## src/rtl/mem_arb_pkg.sv

```systemverilog
// Shared types and constants for the instruction/data memory arbiter.
package mem_arb_pkg;

  typedef enum logic [1:0] {
    IDLE,
    I_WAIT,
    D_WAIT
  } state_e;

  typedef enum logic {
    OWN_I,
    OWN_D
  } owner_e;

  localparam logic [1:0] MWE_READ = 2'b00;

endpackage

```

## src/rtl/mem_arb_if.sv

```systemverilog
// Bundle of requester and memory-side signals around the arbiter.
interface mem_arb_if #(
  parameter int N = 64
);

  logic          ireq;
  logic [31:0]   iadr;
  logic          ival;
  logic [31:0]   irdata;
  logic          iabort;

  logic          dreq;
  logic [1:0]    dwe;
  logic [N-1:0]  dadr;
  logic [N-1:0]  dwdata;
  logic          dval;
  logic          dabort;
  logic [N-1:0]  drdata;

  logic          mreq;
  logic [1:0]    mwe;
  logic [N-1:0]  madr;
  logic [N-1:0]  mwdata;
  logic          mval;
  logic [N-1:0]  mrdata;

  // Arbiter side: masters the memory, serves both requesters.
  modport master (
    input  ireq, iadr, dreq, dwe, dadr, dwdata, mval, mrdata,
    output ival, irdata, iabort, dval, dabort, drdata,
    output mreq, mwe, madr, mwdata
  );

  // Environment side: requesters plus memory.
  modport slave (
    output ireq, iadr, dreq, dwe, dadr, dwdata, mval, mrdata,
    input  ival, irdata, iabort, dval, dabort, drdata,
    input  mreq, mwe, madr, mwdata
  );

endinterface

```

## src/rtl/mem_arb_timer.sv

```systemverilog
// Wait-cycle counter; expired is high once TIMEOUT idle wait cycles have elapsed.
module mem_arb_timer #(
  parameter int TIMEOUT = 255
) (
  input  logic clk,
  input  logic reset,
  input  logic clear,
  input  logic enable,
  output logic expired
);

  localparam int W = (TIMEOUT < 1) ? 1 : $clog2(TIMEOUT + 1);

  logic [W-1:0] cnt_q, cnt_d;

  assign expired = (cnt_q == W'(TIMEOUT));

  // NOTE: defaulting cnt_d first keeps every path assigned, so no latch is inferred.
  always_comb begin
    cnt_d = cnt_q;
    if (clear)                  cnt_d = '0;
    else if (enable && !expired) cnt_d = cnt_q + 1'b1;
  end

  // NOTE: state flops use non-blocking assignment so all flops update from pre-edge values.
  always_ff @(posedge clk) begin
    if (!reset) cnt_q <= '0;
    else        cnt_q <= cnt_d;
  end

endmodule

```

## src/rtl/mem_arbiter.sv

```systemverilog
// Two-requester memory arbiter: data side preferred, instruction side protected
// from starvation; one outstanding memory transaction with timeout abort.
module mem_arbiter
  import mem_arb_pkg::*;
#(
  parameter int N       = 64,
  parameter int TIMEOUT = 255,
  parameter int STARVE  = 4
) (
  input  logic      clk,
  input  logic      reset,
  mem_arb_if.master bus
);

  localparam int SW = (STARVE < 1) ? 1 : $clog2(STARVE + 1);

  state_e        state_q, state_d;
  logic [SW-1:0] starve_q, starve_d;
  logic          mreq_q, mreq_d;
  logic [1:0]    mwe_q, mwe_d;
  logic [N-1:0]  madr_q, madr_d;
  logic [N-1:0]  mwdata_q, mwdata_d;
  logic          ival_q, ival_d, iabort_q, iabort_d;
  logic          dval_q, dval_d, dabort_q, dabort_d;
  logic [31:0]   irdata_q, irdata_d;
  logic [N-1:0]  drdata_q, drdata_d;
  logic          grant, expired, waiting;
  owner_e        owner;

  assign waiting = (state_q != IDLE);
  assign owner   = (state_q == D_WAIT) ? OWN_D : OWN_I;

  mem_arb_timer #(.TIMEOUT(TIMEOUT)) u_timer (
    .clk     (clk),
    .reset   (reset),
    .clear   (grant),
    .enable  (waiting && !bus.mval),
    .expired (expired)
  );

  always_comb begin
    state_d  = state_q;
    starve_d = starve_q;
    mreq_d   = mreq_q;
    mwe_d    = mwe_q;
    madr_d   = madr_q;
    mwdata_d = mwdata_q;
    irdata_d = irdata_q;
    drdata_d = drdata_q;
    ival_d   = 1'b0;
    iabort_d = 1'b0;
    dval_d   = 1'b0;
    dabort_d = 1'b0;
    grant    = 1'b0;
    unique case (state_q)
      IDLE: begin
        // Data wins unless the instruction side has already been passed over STARVE times.
        if (bus.dreq && (!bus.ireq || starve_q < SW'(STARVE))) begin
          state_d  = D_WAIT;
          grant    = 1'b1;
          mreq_d   = 1'b1;
          mwe_d    = bus.dwe;
          madr_d   = bus.dadr;
          mwdata_d = bus.dwdata;
          starve_d = bus.ireq ? starve_q + 1'b1 : '0;
        end else if (bus.ireq) begin
          state_d  = I_WAIT;
          grant    = 1'b1;
          mreq_d   = 1'b1;
          mwe_d    = MWE_READ;
          madr_d   = N'(bus.iadr);
          mwdata_d = '0;
          starve_d = '0;
        end
      end
      I_WAIT, D_WAIT: begin
        // A response in the timeout cycle still completes normally.
        if (bus.mval) begin
          state_d = IDLE;
          mreq_d  = 1'b0;
          if (owner == OWN_I) begin
            ival_d   = 1'b1;
            irdata_d = bus.mrdata[31:0];
          end else begin
            dval_d   = 1'b1;
            drdata_d = bus.mrdata;
          end
        end else if (expired) begin
          state_d  = IDLE;
          mreq_d   = 1'b0;
          iabort_d = (owner == OWN_I);
          dabort_d = (owner == OWN_D);
        end
      end
      default: state_d = IDLE;
    endcase
  end

  always_ff @(posedge clk) begin
    if (!reset) begin
      state_q  <= IDLE;
      starve_q <= '0;
      mreq_q   <= 1'b0;
      mwe_q    <= MWE_READ;
      madr_q   <= '0;
      mwdata_q <= '0;
      ival_q   <= 1'b0;
      iabort_q <= 1'b0;
      dval_q   <= 1'b0;
      dabort_q <= 1'b0;
      irdata_q <= '0;
      drdata_q <= '0;
    end else begin
      state_q  <= state_d;
      starve_q <= starve_d;
      mreq_q   <= mreq_d;
      mwe_q    <= mwe_d;
      madr_q   <= madr_d;
      mwdata_q <= mwdata_d;
      ival_q   <= ival_d;
      iabort_q <= iabort_d;
      dval_q   <= dval_d;
      dabort_q <= dabort_d;
      irdata_q <= irdata_d;
      drdata_q <= drdata_d;
    end
  end

  assign bus.mreq   = mreq_q;
  assign bus.mwe    = mwe_q;
  assign bus.madr   = madr_q;
  assign bus.mwdata = mwdata_q;
  assign bus.ival   = ival_q;
  assign bus.iabort = iabort_q;
  assign bus.irdata = irdata_q;
  assign bus.dval   = dval_q;
  assign bus.dabort = dabort_q;
  assign bus.drdata = drdata_q;

endmodule

```

## src/flat_wrapper.sv

```systemverilog
// flat-port wrapper written by rule: the top's interface ports become plain ports
module mem_arbiter_flat import mem_arb_pkg::*;
#(
  parameter int N       = 64,
  parameter int TIMEOUT = 255,
  parameter int STARVE  = 4
)
  (clk, reset, bus_ireq, bus_iadr, bus_dreq, bus_dwe, bus_dadr, bus_dwdata, bus_mval, bus_mrdata, bus_ival, bus_irdata, bus_iabort, bus_dval, bus_dabort, bus_drdata, bus_mreq, bus_mwe, bus_madr, bus_mwdata);
  mem_arb_if #(.N(N)) bus_i ();
  input  logic clk;
  input  logic reset;
  input wire logic [$bits(bus_i.ireq)-1:0] bus_ireq;
  input wire logic [$bits(bus_i.iadr)-1:0] bus_iadr;
  input wire logic [$bits(bus_i.dreq)-1:0] bus_dreq;
  input wire logic [$bits(bus_i.dwe)-1:0] bus_dwe;
  input wire logic [$bits(bus_i.dadr)-1:0] bus_dadr;
  input wire logic [$bits(bus_i.dwdata)-1:0] bus_dwdata;
  input wire logic [$bits(bus_i.mval)-1:0] bus_mval;
  input wire logic [$bits(bus_i.mrdata)-1:0] bus_mrdata;
  output wire logic [$bits(bus_i.ival)-1:0] bus_ival;
  output wire logic [$bits(bus_i.irdata)-1:0] bus_irdata;
  output wire logic [$bits(bus_i.iabort)-1:0] bus_iabort;
  output wire logic [$bits(bus_i.dval)-1:0] bus_dval;
  output wire logic [$bits(bus_i.dabort)-1:0] bus_dabort;
  output wire logic [$bits(bus_i.drdata)-1:0] bus_drdata;
  output wire logic [$bits(bus_i.mreq)-1:0] bus_mreq;
  output wire logic [$bits(bus_i.mwe)-1:0] bus_mwe;
  output wire logic [$bits(bus_i.madr)-1:0] bus_madr;
  output wire logic [$bits(bus_i.mwdata)-1:0] bus_mwdata;
  assign bus_i.ireq = bus_ireq;
  assign bus_i.iadr = bus_iadr;
  assign bus_i.dreq = bus_dreq;
  assign bus_i.dwe = bus_dwe;
  assign bus_i.dadr = bus_dadr;
  assign bus_i.dwdata = bus_dwdata;
  assign bus_i.mval = bus_mval;
  assign bus_i.mrdata = bus_mrdata;
  assign bus_ival = bus_i.ival;
  assign bus_irdata = bus_i.irdata;
  assign bus_iabort = bus_i.iabort;
  assign bus_dval = bus_i.dval;
  assign bus_dabort = bus_i.dabort;
  assign bus_drdata = bus_i.drdata;
  assign bus_mreq = bus_i.mreq;
  assign bus_mwe = bus_i.mwe;
  assign bus_madr = bus_i.madr;
  assign bus_mwdata = bus_i.mwdata;
  mem_arbiter #(.N(N), .TIMEOUT(TIMEOUT), .STARVE(STARVE)) u_core (.clk(clk), .reset(reset), .bus(bus_i));
endmodule
```

## config.mk

```make
export PLATFORM = sky130hd
export DESIGN_NAME = mem_arbiter_flat
export DESIGN_NICKNAME = d
export VERILOG_FILES = /design/src/rtl/mem_arb_pkg.sv /design/src/rtl/mem_arb_if.sv /design/src/rtl/mem_arb_timer.sv /design/src/rtl/mem_arbiter.sv /design/src/flat_wrapper.sv
export SDC_FILE = /design/constraint.sdc
export NUM_CORES = 1
export LEC_CHECK = 0
export ABC_AREA = 1
export BUFFER_PORTS_ARGS = -buffer_cell sky130_fd_sc_hd__clkbuf_2
export CAP_MARGIN = 15
export CORE_AREA = 2 2 182 184
export CTS_BUF_LIST = sky130_fd_sc_hd__clkbuf_4 sky130_fd_sc_hd__clkbuf_8 sky130_fd_sc_hd__clkbuf_16
export DETAILED_ROUTE_END_ITERATION = 10
export DIE_AREA = 0 0 184 186
export GPL_TIMING_DRIVEN = 0
export HOLD_SLACK_MARGIN = 0.1
export SYNTH_ARGS = -nofsm -noshare
export SYNTH_HDL_FRONTEND = slang
export SYNTH_SLANG_ARGS = --single-unit
```

## constraint.sdc

```tcl
create_clock -name clk -period 4.6 [get_ports clk]
set_clock_uncertainty 0.1 [all_clocks]
set_input_delay 0.92 -clock clk [delete_from_list [all_inputs] [get_ports clk]]
set_output_delay 0.92 -clock clk [all_outputs]
set_load 0.05 [all_outputs]
```

==> results.sh <==
export IMPL_power_density_nw_per_um2=444.9
export IMPL_core_area_um2=32210
export IMPL_areaGrowthSynthToFinish_pct=40.83
export IMPL_io_pins=462
export IMPL_cap_viol_max_count=0
export IMPL_slowest_stage="sky130_fd_sc_hd__dfxtp_1"
export IMPL_cts_tree="built"
export IMPL_cp_slowest_stage_delay_ns=0.41
export IMPL_synth_async_reset_ratio=0
export IMPL_antenna_cells_inserted=0
export IMPL_min_period_ns=2.296
export IMPL_min_from="u_core.bus.madr[42]"
export IMPL_final_hold_violating_endpoints=0
export IMPL_post_synth_xor_area_fraction=0.002878
export IMPL_placement_rows=66
export IMPL_fraction_of_the_mapped_netlist_area_in_adder_cells=0.006853
export IMPL_setup_tns_final_ns=0
export IMPL_yosysUniqueCellTypes=25
export IMPL_number_of_warnings_reported_in_the_yosys_synthesis_log=0
export IMPL_timing_critical_path_max_delay_family="flip-flops"
export IMPL_drive_above_1_share=0.3609
export IMPL_max_freq_mhz=435.6
export IMPL_drt_antenna_violating_nets=0
export IMPL_htreeDepth=1
export IMPL_synthDominantAreaCellType="sky130_fd_sc_hd__dfxtp_1"
export IMPL_synth_net_count=1385
export IMPL_run_status="complete, no violations"
export IMPL_sequential_element_share_of_the_synthesized_area=0.5351
export IMPL_gp_congestion=0.8522
export IMPL_fin_ws_ns=2.304
export IMPL_grt_first_pass_wirelength_um=48580
export IMPL_floorplan_initialDensity=0.2834
export IMPL_worst_endpoint_required_ns=3.58
export IMPL_first_iter_violations=339
export IMPL_critPathMaxFanout=2
export IMPL_origin_of_the_critical_flop_to_flop_path="u_core.state_q[0]"
export IMPL_detailedPlacementHpwl_um=24820
export IMPL_simple_logic_cell_fraction_of_the_synthesized_area=0.3007
export IMPL_average_detailed_routed_wire_length_per_instance_um=15.66
export IMPL_main_combinational_cell_family_by_area_after_synthesis="simple AND/OR/NAND/NOR gates"
export IMPL_max_clock_path_buffers=3
export IMPL_worst_slew_pin_transition_ns=0.6088
export IMPL_port_buffers=460
export IMPL_cp_end_kind="output pin"
export IMPL_viasPerCell=4.589
export IMPL_syn_area_um2=9129
export IMPL_yosys_top_cells_area="sky130_fd_sc_hd__dfxtp_1 (54%), sky130_fd_sc_hd__nand2_1 (13%), sky130_fd_sc_hd__nand3_1 (9.3%)"
export IMPL_final_setup_viol_count=0
export IMPL_peakVddDrop_mv=0.3392
export IMPL_cts_buffers=27
export IMPL_synthDominantCellAreaShare=0.5351
export IMPL_global_route_usage_total=0.1775
export IMPL_final_design_area_no_fill_um2=12860
export IMPL_ys_ff_latch=244
export IMPL_startpoint_type="flop"
export IMPL_finalMaxSlewViolations=0
export IMPL_cts_hold_buffers_added=0
export IMPL_rsz0062_at_grt="no"
export IMPL_dieWidth_um=184
export IMPL_clockRootBuffer="sky130_fd_sc_hd__clkbuf_16"
export IMPL_clock_sinks=244
export IMPL_synth_edff_count=0
export IMPL_drt_wl_total_um=32300
export IMPL_critical_path_arrival_ns=1.28
export IMPL_normalized_max_slew_margin=0.5942
export IMPL_worst_path_buf_inv=1
export IMPL_insertion_delay_ns=0.53
export IMPL_die_h_um=186
export IMPL_vias=9462
export IMPL_synth_mux_area_fraction=0
export IMPL_gr_total_overflow=0
export IMPL_cp_startpoint="u_core.bus.drdata[31]"
export IMPL_post_cts_setup_buffer_count=0
export IMPL_leakage_nw=6.378
export IMPL_timing_critical_path_cells="clkbuf_2"
export IMPL_nNetsFinal=1874
export IMPL_die_area_um2=34220
export IMPL_antenna_violations_before_repair=0
export IMPL_critPathKind="reg2out"
export IMPL_first_global_vias=9243
export IMPL_largest_net_degree_at_the_start_of_global_routing=14
export IMPL_min_period_over_period=0.4991
export IMPL_synth_most_common_cell="sky130_fd_sc_hd__nand2_1"
export IMPL_post_cts_resized=0
export IMPL_detailed_place_area_um2=11940
export IMPL_synthFlopType="sky130_fd_sc_hd__dfxtp_1"
export IMPL_average_instance_area_after_synthesis_um2=7.945
export IMPL_cts_reportedPaths_clkPinSlew_ns=0.06
export IMPL_worstHoldPathType="reg2reg"
export IMPL_post_place_ws_ns=2.096
export IMPL_drt_drc_violations_left=0
export IMPL_synth_commonest_cells="sky130_fd_sc_hd__nand2_1 (327), sky130_fd_sc_hd__dfxtp_1 (244), sky130_fd_sc_hd__nand3_1 (170), sky130_fd_sc_hd__nor2_1 (145), sky130_fd_sc_hd__a21oi_1 (73)"
export IMPL_syn_instance_count=1149
export IMPL_total_power_mw=5.720
export IMPL_detailedRoute_firstPassIterationCount=5
export IMPL_compound_gate_fraction_of_synth_area=0.1016
metal layers:
metal,track usage,up-vias,routed length (um)
li1,-,4726,-
met1,0.1973,4313,12620
met2,0.3126,368,15410
met3,0.06124,55,3050
met4,0.06688,0,1215
met5,0,-,0
layout make-up:
type / count / area [um2]
tap: 408 / 510.5
inverter: 20 / 75.07
fill: 3379 / 19350
clock inverter: 7 / 118.9
buffer: 82 / 407.9
timing repair buffer: 460 / 2302
clock buffer: 38 / 795.8
multi-input combinational: 803 / 3761
sequential: 244 / 4885
layout by cell type, fill, tap and decap left out, drive strengths merged:
cell and count:
clkinvlp 2, buf 58, nand3 170, clkinv 1
nor2 150, dfxtp 244, a21oi 73, inv 21
xor2 3, nand4 4, bufinv 3, clkbuf 522
o31ai 32, o21ai 35, o22ai 1, ha 5
nand2 330
logic make-up (layout without fill, tap and decap cells):
family                   after synthesis  after routing
AO/OA/AOI/OAI                        141            141
adder cells (fa/ha/maj)                5              5
AND/OR/NAND/NOR                      654            654
XOR/XNOR                               3              3
flip-flops                           244            244
buffers and inverters                102            607
registers in the layout (all words and copies together), names as in the netlist:
register              flops
u_core.bus.mwe            2
u_core.bus.ival           1
u_core.starve_q           3
u_core.bus.irdata        32
u_core.bus.dval           1
u_core.bus.mwdata        64
u_core.bus.madr          64
u_core.u_timer.cnt_q      8
u_core.bus.mreq           1
u_core.bus.drdata        64
u_core.state_q            2
u_core.bus.iabort         1
u_core.bus.dabort         1
path summary, 6_finish.rpt:
path	to	slack, ns	depth (start not counted)
worst max register to register	u_core.bus.irdata[21]	2.62	8
worst max-delay path	bus_drdata[31]	2.30	1
worst min-delay path	u_core.bus.madr[42]	0.35	2
worst min register to register	u_core.bus.madr[42]	0.35	2
through the flow:
stage / hold WS [ns] / instances / util
2_1_floorplan: 0.3365 / 1149 / -
3_3_place_gp: 0.3365 / 2017 / 0.3708
3_5_place_dp: 0.3382 / 2017 / 0.3708
4_1_cts: 0.3516 / 2062 / 0.3992
5_1_grt: 0.3666 / 2062 / 0.3992
6_report: 0.3488 / 2062 / 0.3992
report_power, final:
part           internal (mW)  total, mW  leakage, nW  switching, mW
clock network           1.36       2.23        0.450          0.872
logic                  0.288       1.16         3.94          0.871
registers               2.25       2.33         1.99         0.0734
(Power assumes the default switching activity.)
